===== src/rtl/loba_dot_acc_pkg.sv =====
// Shared definitions for the LOBA multiplier family: default datapath widths
// and the dot-product accumulator state encoding.
package loba_dot_acc_pkg;

  // Default widths shared with the LOBA3 multiplier top level
  localparam int LOBA_P_W   = 32;
  localparam int LOBA_ACC_W = 40;
  localparam int LOBA_CNT_W = 16;

  // Accumulator control states
  typedef enum logic [1:0] {
    ST_IDLE = 2'd0,
    ST_ACC  = 2'd1,
    ST_DONE = 2'd2
  } acc_state_e;

endpackage


===== src/rtl/loba_dot_acc_add.sv =====
// Combinational ACC_W-bit adder used by the dot-product accumulator.
// The carry-out is what feeds the sticky overflow flag.
module loba_acc_add
  import loba_dot_acc_pkg::*;
#(
  parameter int ACC_W = LOBA_ACC_W
) (
  input  logic [ACC_W-1:0] i_a,
  input  logic [ACC_W-1:0] i_b,
  output logic [ACC_W-1:0] o_sum,
  output logic             o_carry
);

  // One extra bit on the operands captures the carry-out of the top bit
  always_comb begin
    {o_carry, o_sum} = {1'b0, i_a} + {1'b0, i_b};
  end

endmodule


===== src/rtl/loba_dot_acc.sv =====
// Dot-product accumulator: sums the unsigned products of one vector, counts
// the terms (saturating) and flags any carry out of the accumulator, then
// holds the result until the downstream side takes it.
module loba_dot_acc
  import loba_dot_acc_pkg::*;
#(
  parameter int P_W   = LOBA_P_W,
  parameter int ACC_W = LOBA_ACC_W,
  parameter int CNT_W = LOBA_CNT_W
) (
  input  logic             clk,
  input  logic             rst,
  input  logic             in_valid,
  output logic             in_ready,
  input  logic [P_W-1:0]   in_p,
  input  logic             in_last,
  output logic             out_valid,
  input  logic             out_ready,
  output logic [ACC_W-1:0] out_sum,
  output logic [CNT_W-1:0] out_cnt,
  output logic             out_ovf
);

  localparam logic [CNT_W-1:0] CNT_MAX = {CNT_W{1'b1}};

  acc_state_e       r_state;
  acc_state_e       w_nextState;
  logic [ACC_W-1:0] r_acc;
  logic [CNT_W-1:0] r_cnt;
  logic             r_ovf;
  logic [ACC_W-1:0] w_pExt;
  logic [ACC_W-1:0] w_addSum;
  logic             w_addCarry;
  logic             w_accept;
  logic [CNT_W-1:0] w_cntInc;

  assign w_pExt   = ACC_W'(in_p);
  assign w_accept = in_valid && in_ready;
  assign w_cntInc = (r_cnt == CNT_MAX) ? r_cnt : r_cnt + CNT_W'(1);

  loba_acc_add #(
    .ACC_W (ACC_W)
  ) u_add (
    .i_a     (r_acc),
    .i_b     (w_pExt),
    .o_sum   (w_addSum),
    .o_carry (w_addCarry)
  );

  // State register
  always_ff @(posedge clk) begin
    if (rst) begin
      r_state <= ST_IDLE;
    end else begin
      r_state <= w_nextState;
    end
  end

  // Next-state and handshake outputs; in_ready is held low while reset is applied
  always_comb begin
    w_nextState = r_state;
    in_ready    = 1'b0;
    out_valid   = 1'b0;
    case (r_state)
      ST_IDLE: begin
        in_ready = !rst;
        if (w_accept) begin
          w_nextState = in_last ? ST_DONE : ST_ACC;
        end
      end
      ST_ACC: begin
        in_ready = !rst;
        if (w_accept && in_last) begin
          w_nextState = ST_DONE;
        end
      end
      ST_DONE: begin
        out_valid = 1'b1;
        if (out_ready) begin
          w_nextState = ST_IDLE;
        end
      end
      default: begin
        w_nextState = ST_IDLE;
      end
    endcase
  end

  // Accumulator, term counter and sticky overflow; first beat of a vector reloads them
  always_ff @(posedge clk) begin
    if (rst) begin
      r_acc <= '0;
      r_cnt <= '0;
      r_ovf <= 1'b0;
    end else if (w_accept) begin
      if (r_state == ST_IDLE) begin
        r_acc <= w_pExt;
        r_cnt <= CNT_W'(1);
        r_ovf <= 1'b0;
      end else begin
        r_acc <= w_addSum;
        r_cnt <= w_cntInc;
        r_ovf <= r_ovf | w_addCarry;
      end
    end
  end

  // Result is only presented while valid, so outputs read zero before the first result
  always_comb begin
    out_sum = '0;
    out_cnt = '0;
    out_ovf = 1'b0;
    if (out_valid) begin
      out_sum = r_acc;
      out_cnt = r_cnt;
      out_ovf = r_ovf;
    end
  end

endmodule


===== config.mk =====
export PLATFORM = sky130hd
export DESIGN_NAME = loba_dot_acc
export DESIGN_NICKNAME = d
export VERILOG_FILES = /design/src/rtl/loba_dot_acc_pkg.sv /design/src/rtl/loba_dot_acc_add.sv /design/src/rtl/loba_dot_acc.sv
export SDC_FILE = /design/constraint.sdc
export NUM_CORES = 1
export LEC_CHECK = 0
export CORE_UTILIZATION = 48
export CTS_CLUSTER_SIZE = 24
export DETAILED_ROUTE_END_ITERATION = 7
export GPL_TIMING_DRIVEN = 1
export PLACE_DENSITY_LB_ADDON = 0.3
export SLEW_MARGIN = 20
export SYNTH_ARGS = -nofsm -noshare
export SYNTH_HDL_FRONTEND = slang
export SYNTH_SLANG_ARGS = --single-unit

===== constraint.sdc =====
create_clock -name clk -period 3.4 [get_ports clk]
set_clock_uncertainty 0.15 [all_clocks]
set_input_delay 1.02 -clock clk [delete_from_list [all_inputs] [get_ports clk]]
set_output_delay 1.02 -clock clk [all_outputs]
set_load 0.02 [all_outputs]

==> flow_summary_export.csv, run 1 <==
group,metric,value,unit
setup_path,reg2reg_depth,12,
floorplanning,fp.dieH,102.0,um
sta,setup_ws,0.04895,ns
synth,synth_xor_area_frac,0.08031,
clocking,root_buffer,"clkbuf_8",
route,viasPerCell,5.690,
synth,synth_compound_area_frac,0.2514,
hold_path,hold_class,"reg -> reg",
floorplanning,die_x,102.0,um
synth,synthCells,636,
hold_path,holdCritStartpoint,"r_acc[19]",
setup_path,required,3.50,ns
synth,synth-adder-area-share,0.09022,
synth,synth_flop_cell,"dfxtp_1",
power_and_ir_drop,finalPower,0.002216,W
setup_path,cp_max_fo,5,
synth,synth_seq_cells,59,
sta,finalHoldViolCount,0,
sta,setup_viol,0,
clocking,clk_latency,0.36,ns
floorplanning,start_util,0.4932,
global_routing,grt_max_degree,47,
sta,relSlewSlack,0.4650,
sta,post-route-min-period,3.351,ns
setup_path,crit_path_end_kind,"flop",
floorplanning,die_area,0.01040,mm^2
global_routing,grt_pass1_wl,22.52,mm
route,finalWirelength,14.36,mm
synth,ys_top_cells_by_count,"nand2_1, a21oi_1, dfxtp_1, nor2_1, and2_1",
placement,gp_congestion,0.9533,
synth,synth_area,0.004798,mm^2
floorplanning,placeableCoreArea,0.009729,mm^2
route,num_vias,5252,
setup_path,critPathLaunchType,"input pin",
synth,synth.avg_cell_area,7.545,um^2
finish,n_antenna_cell,0,
route,dr_wl_met3,733,um
setup_path,critPathMaxStageDelay,0.45,ns
global_routing,antenna_found_initial,0,
synth,syn_nets,707,
finish,final_nets,856,
setup_path,cp_data_arrival_time,3.45,ns
route,drtPass1Iterations,5,
hold_path,hold_end,"r_acc[19]",
route,top_layer,"met4",
global_routing,grt_usage,0.2732,
synth,synth_top_area_frac,0.2462,
placement,io_buffers,95,
sta,finalCritPeriodShare,0.9856,
synth,ys_top_cells_by_area,"dfxtp_1, ha_1, and2_1",
synth,yosys-mux-area-fraction,0.002086,
synth,seq_area_frac_synth,0.2462,
synth,synth-simple-area-share,0.2793,
sta,worst_pin_slew,0.8017,ns
placement,hpwl,10.08,mm
setup_path,r2r_end,"r_acc[36]",
finish,syn_to_final_growth,42.42,%
synth,synth_top_family_by_area,"simple AND/OR/NAND/NOR gates",
floorplanning,io_pins,96,
clocking,cts.sink_count,59,
clocking,cts_hold_buf,0,
route,routedWlPerCell,15.56,um
clocking,htree_levels,3,
power_and_ir_drop,leakagePower,2.839,nW
floorplanning,num_rows,36,
clocking,cts_buffer_depth,2,
placement,dpl_worst_slack,-0.7705,ns
clocking,cts_buffers,9,
setup_path,rrSetupSlack,0.45,ns
setup_path,crit_type,"in -> reg",
power_and_ir_drop,powerDensity,324.2,mW/mm^2
finish,fillers,769,
clocking,cts_tree,"built",
global_routing,grt_pass1_vias,4865,
sta,slew_viol_final,0,
sta,setup-tns-final,0,ns
setup_path,path_cells,"clkdlybuf4s50_1 > ha_2 > o2111ai_2 > a211o_1 > a31o_4 > o31a_4 > o21ai_4 > nand4_1 > xor2_1 > nor2_1",
synth,synth_most_common_cell,"nand2_1",
hold_path,whs_path_depth,2,
route,drt-met1-wl,6.302,mm
sta,holdWs,0.3316,ns
clocking,clk_pin_slew,0.08,ns
flow_run,maxCapViolations,0,
route,met2_length,7.023,mm
route,drc,0,
finish,drive_gt1_frac,0.2000,
synth,ys_types,66,
route,dr.first_iter.drc_count,270,
synth,synth_top_area_cell,"dfxtp_1",
synth,async_reset_ff_frac,0,
outcome,outcome,"complete, no violations",
synth,synth_edf_count,0,
sta,max_freq,298.4,MHz
power_and_ir_drop,max-vdd-ir-drop,210.5,uV
synth,yosysWarnings,0,
global_routing,grt-ovfl-total,0,
setup_path,crit_slowest_cell,"clkdlybuf4s50_1",
setup_path,r2r_start,"r_acc[0]",
route,drtAntennaViolNets,0,
==> stage by stage <==
stage / cells / util / instance area [um^2]
2_1_floorplan: 636 / - / 4831
5_1_grt: 923 / 0.7024 / 6834
3_5_place_dp: 902 / 0.6503 / 6327
4_1_cts: 921 / 0.6838 / 6653
3_3_place_gp: 902 / 0.6503 / 6327
6_report: 923 / 0.7024 / 6834
==> logic make-up after synthesis <==
logic type	Yosys count
compound gates	188
xor+xnor	44
simple gates	263
fa+ha+maj	34
mux	1
flops	59
buf+inv	47
==> metal layers <==
metal  vias up  track usage
met5         -            0
met4         0       0.1253
met3        30      0.03625
met2       175       0.4744
met1      2485       0.3350
li1       2562            -
==> report_power, final <==
part	leakage, nW	switching, W	internal (W)	total [W]
Clock	0.0998	0.000341	0.000343	0.000684
Sequential	0.482	0.0000320	0.000724	0.000756
Combinational	2.26	0.000397	0.000379	0.000776
Total	2.84	0.000770	0.00145	0.00222
==> sequential cells by signal, indices dropped and copies added, names as in the netlist <==
| signal | count |
|---|---|
| r_acc | 40 |
| r_cnt | 16 |
| r_ovf | 1 |
| r_state | 2 |
==> area by class of cell <==
| cell class | count | area (um^2) | share of cell area |
|---|---|---|---|
| Inverter | 9 | 33.78 | 0.004943 |
| Clock inverter | 7 | 77.57 | 0.01135 |
| Multi-Input combinational cell | 530 | 3675 | 0.5377 |
| Timing Repair Buffer | 176 | 1577 | 0.2307 |
| Tap cell | 133 | 166.4 | 0.02435 |
| Clock buffer | 9 | 123.9 | 0.01813 |
| Sequential cell | 59 | 1181 | 0.1728 |
==> what timing repair did <==
action	4_1_cts	5_1_grt
gates resized for setup	23	34
pin swaps	14	12
endpoints found under the setup margin	19	24
setup buffers	3	2
==> worst max-delay path: cells and delay by family <==
family,cells,cell delay (ns)
AND/OR/NAND/NOR,2,0.17
adder cells (fa/ha/maj),1,0.40
buffers and inverters,1,0.45
XOR/XNOR,1,0.19
AO/OA/AOI/OAI,5,1.22
==> worst max path at each step <==
stage,from,to,slack [ns],depth (start not counted)
after global routing,in_p[6],r_acc[18],-0.007,12
final,in_p[3],r_acc[36],0.05,10
after detailed placement,in_p[0],r_acc[36],-0.77,13
after CTS,in_p[12],r_acc[23],0.00007,11
after global placement,in_p[0],r_acc[36],-0.71,13
after floorplan,in_p[0],r_acc[36],-0.007,12
==> layout by cell type (no fill, tap or decap), types with 7 or more instances in the layout <==
cell type        count
xor2_1              23
a31oi_1             10
inv_1                7
and3_1              14
xnor2_1             21
ha_1                19
clkdlybuf4s50_1     87
and2_1              58
ha_4                13
a211oi_1             7
nand2_1             60
nor2_1              58
nor3_1               7
clkbuf_8             9
buf_4               79
dfxtp_1             59
a21o_1              16
o21ai_1             10
nand3_1             22
a21oi_1             54
o21ai_0             30
nand4_1             11
Note: power is estimated with default switching activity, not from simulation.
==> run 2, diff against run 1 <==
--- a/config.mk
+++ b/config.mk
@@ -5,7 +5,7 @@
 export SDC_FILE = /design/constraint.sdc
 export NUM_CORES = 1
 export LEC_CHECK = 0
-export CORE_UTILIZATION = 48
+export CORE_UTILIZATION = 57
 export CTS_CLUSTER_SIZE = 24
 export DETAILED_ROUTE_END_ITERATION = 7
 export GPL_TIMING_DRIVEN = 1
==> constraint.sdc (replaced) <==
create_clock -name clk -period 4.2 [get_ports clk]
set_clock_uncertainty 0.15 [all_clocks]
set_input_delay 1.26 -clock clk [delete_from_list [all_inputs] [get_ports clk]]
set_output_delay 1.26 -clock clk [all_outputs]
set_load 0.02 [all_outputs]
==> run 2 against run 1 <==
  * Clock power fell by 3%
  * Highest routed layer unchanged
  * Via count fell by 1.9%
  * Total power fell by 19%
  * Largest cell class unchanged
  * Hold slack improved by 0.0032 ns
  * Worst setup slack improved by 0.069 ns
==> flow_summary_export.csv, run 2 (synthesized netlist as in run 1, its figures left out) <==
group,metric,value,unit
clocking,cts.sink_count,59,
hold_path,hold_class,"reg -> reg",
setup_path,cp_max_fo,4,
setup_path,critPathBufInv,2,
global_routing,grt_usage,0.3202,
finish,n_antenna_cell,0,
sta,slew_viol_final,0,
setup_path,path_cells,"clkdlybuf4s50_1 > ha_1 > inv_1 > fa_2 > nor2b_4 > o2111ai_1 > a211o_1 > a31o_2 > o31a_2 > o21ai_2 > xnor2_1 > nand2_1 > a31oi_1",
setup_path,reg2reg_depth,12,
route,drtPass1Iterations,6,
power_and_ir_drop,switchingPower,0.0005660,W
finish,layout_common_cells,"clkdlybuf4s50_1, nand2_1, a21oi_1",
placement,hpwl,9.905,mm
sta,finalCritPeriodShare,0.9719,
clocking,root_buffer,"clkbuf_8",
sta,relSlewSlack,0.2610,
floorplanning,num_rows,33,
finish,final_nets,803,
finish,syn_to_final_growth,28.24,%
power_and_ir_drop,p_clk_frac,0.372,
setup_path,r2r_end,"r_acc[28]",
clocking,cts_buffers,9,
finish,final_common_cell,"clkdlybuf4s50_1",
sta,max_freq,245.0,MHz
hold_path,whs_path_depth,2,
route,num_vias,5154,
setup_path,critPathLaunchType,"input pin",
sta,setup_ws,0.1180,ns
route,dr.first_iter.drc_count,378,
floorplanning,die_area,0.008789,mm^2
route,viasPerCell,6.121,
finish,drive_gt1_frac,0.09905,
clocking,clk_latency,0.34,ns
hold_path,hold_end,"r_ovf",
setup_path,crit_path_end_kind,"flop",
floorplanning,io_pins,96,
setup_path,rrSetupSlack,1.16,ns
clocking,cts_buffer_depth,2,
finish,fillers,635,
clocking,clk_pin_slew,0.07,ns
global_routing,grt_max_degree,32,
sta,post-route-min-period,4.082,ns
setup_path,r2r_start,"r_acc[0]",
setup_path,cp_data_arrival_time,4.20,ns
setup_path,cp_top_family,"compound AO/OA/AOI/OAI gates",
sta,finalHoldViolCount,0,
power_and_ir_drop,powerDensity,291.1,mW/mm^2
power_and_ir_drop,seq_power_share,0.340,
clocking,cts_tree,"built",
global_routing,grt_pass1_wl,22.38,mm
setup_path,crit_type,"in -> reg",
placement,dpl_worst_slack,-0.3320,ns
placement,io_buffers,95,
outcome,outcome,"complete, no violations",
clocking,htree_levels,3,
route,routedWlPerCell,16.34,um
global_routing,antenna_found_initial,0,
floorplanning,fp.dieH,93.75,um
setup_path,crit_slowest_cell,"clkdlybuf4s50_1",
finish,fin_area,0.006153,mm^2
global_routing,grt-ovfl-total,0,
flow_run,maxCapViolations,0,
power_and_ir_drop,comb_power_share,0.289,
placement,dpl-instance-area,0.005887,mm^2
power_and_ir_drop,leakagePower,2.527,nW
finish,largest_reg_flops,40,
placement,gp_congestion,0.9478,
route,drc,0,
global_routing,grt_pass1_vias,4814,
finish,reg_top3,"r_acc x40, r_cnt x16, r_state x2",
hold_path,holdCritStartpoint,"r_ovf",
power_and_ir_drop,cell_internal_pwr,0.001225,W
route,finalWirelength,13.76,mm
sta,setup_viol,0,
setup_path,required,4.32,ns
floorplanning,start_util,0.5869,
finish,regMostFlops,"r_acc",
power_and_ir_drop,max-vdd-ir-drop,180.4,uV
power_and_ir_drop,swShare,0.3160,
floorplanning,die_x,93.75,um
floorplanning,placeableCoreArea,0.008175,mm^2
sta,worst_pin_slew,1.107,ns
setup_path,critPathMaxStageDelay,0.49,ns
route,drtAntennaViolNets,0,
## run 2: changes by cell type in the layout (fill, tap and decap cells not counted), moves of 6 or more
cell,change
buf_4,-51
ha_4,-13
o21ai_0,+9
a21oi_2,-6
clkdlybuf4s50_1,+8
a21oi_1,+6
o21ai_1,-8
ha_1,+14
## run 2: worst max-delay path by stage
stage,start,to,depth (start not counted)
2_1_floorplan,in_p[0],r_acc[28],12
5_1_grt,in_p[0],r_acc[28],13
6_report,in_p[0],r_acc[28],13
3_3_place_gp,in_p[0],r_acc[28],13
4_1_cts,in_p[0],r_acc[36],13
3_5_place_dp,in_p[0],r_acc[36],13
## run 2: power by group through the flow
stage               logic [W]  registers, W  clock network [W]
floorplan            0.000359      0.000612                  0
global placement     0.000485      0.000618                  0
detailed placement   0.000498      0.000620                  0
CTS                  0.000504      0.000607           0.000663
global route         0.000566      0.000611           0.000694
finish               0.000517      0.000608           0.000666
## run 2: layer usage
layer / share of wire / vias up / GRT usage
met2: 0.48 / 250 / 0.5554
met1: 0.42 / 2407 / 0.3881
met5: 0 / - / 0
met3: 0.070 / 40 / 0.04854
met4: 0.029 / 0 / 0.1436
li1: - / 2457 / -
## run 2: area by class of cell
type / count / area [um^2] / share of cell area
Clock buffer: 10 / 137.6 / 0.02237
Clock inverter: 6 / 111.4 / 0.01810
Inverter: 9 / 33.78 / 0.005490
Multi-Input combinational cell: 530 / 3397 / 0.5521
Sequential cell: 59 / 1181 / 0.1919
Tap cell: 105 / 131.4 / 0.02135
Timing Repair Buffer: 123 / 1161 / 0.1887
## run 2: worst reg2reg max path: stages, from the launching register on
cell and delay [ns]:
dfxtp_1 0.37, ha_1 0.19, inv_1 0.06, fa_2 0.37, nor2b_4 0.14, o2111ai_1 0.13
a211o_1 0.32, a31o_2 0.28, o31a_2 0.40, o21ai_2 0.16, xnor2_1 0.13, nand2_1 0.09
a31oi_1 0.20
## run 2: repair_timing
action | CTS | global route
setup endpoints to repair | 0 | 8
hold buffers | 0 | 0
buffers inserted | 0 | 0
resized for setup | 0 | 5
## run 2: per-stage QoR
stage | setup TNS (ns) | hold slack [ns] | utilization | total power [W] | std cells
finish | 0 | 0.3348 | 0.7527 | 0.001791 | 842
CTS | 0 | 0.3324 | 0.7505 | 0.001775 | 842
floorplan | 0 | 0.2785 | - | 0.0009718 | 636
detailed placement | -2.092 | 0.3147 | 0.7201 | 0.001118 | 826
global placement | -1.320 | 0.3000 | 0.7201 | 0.001103 | 826
global route | -0.01170 | 0.3667 | 0.7527 | 0.001872 | 842
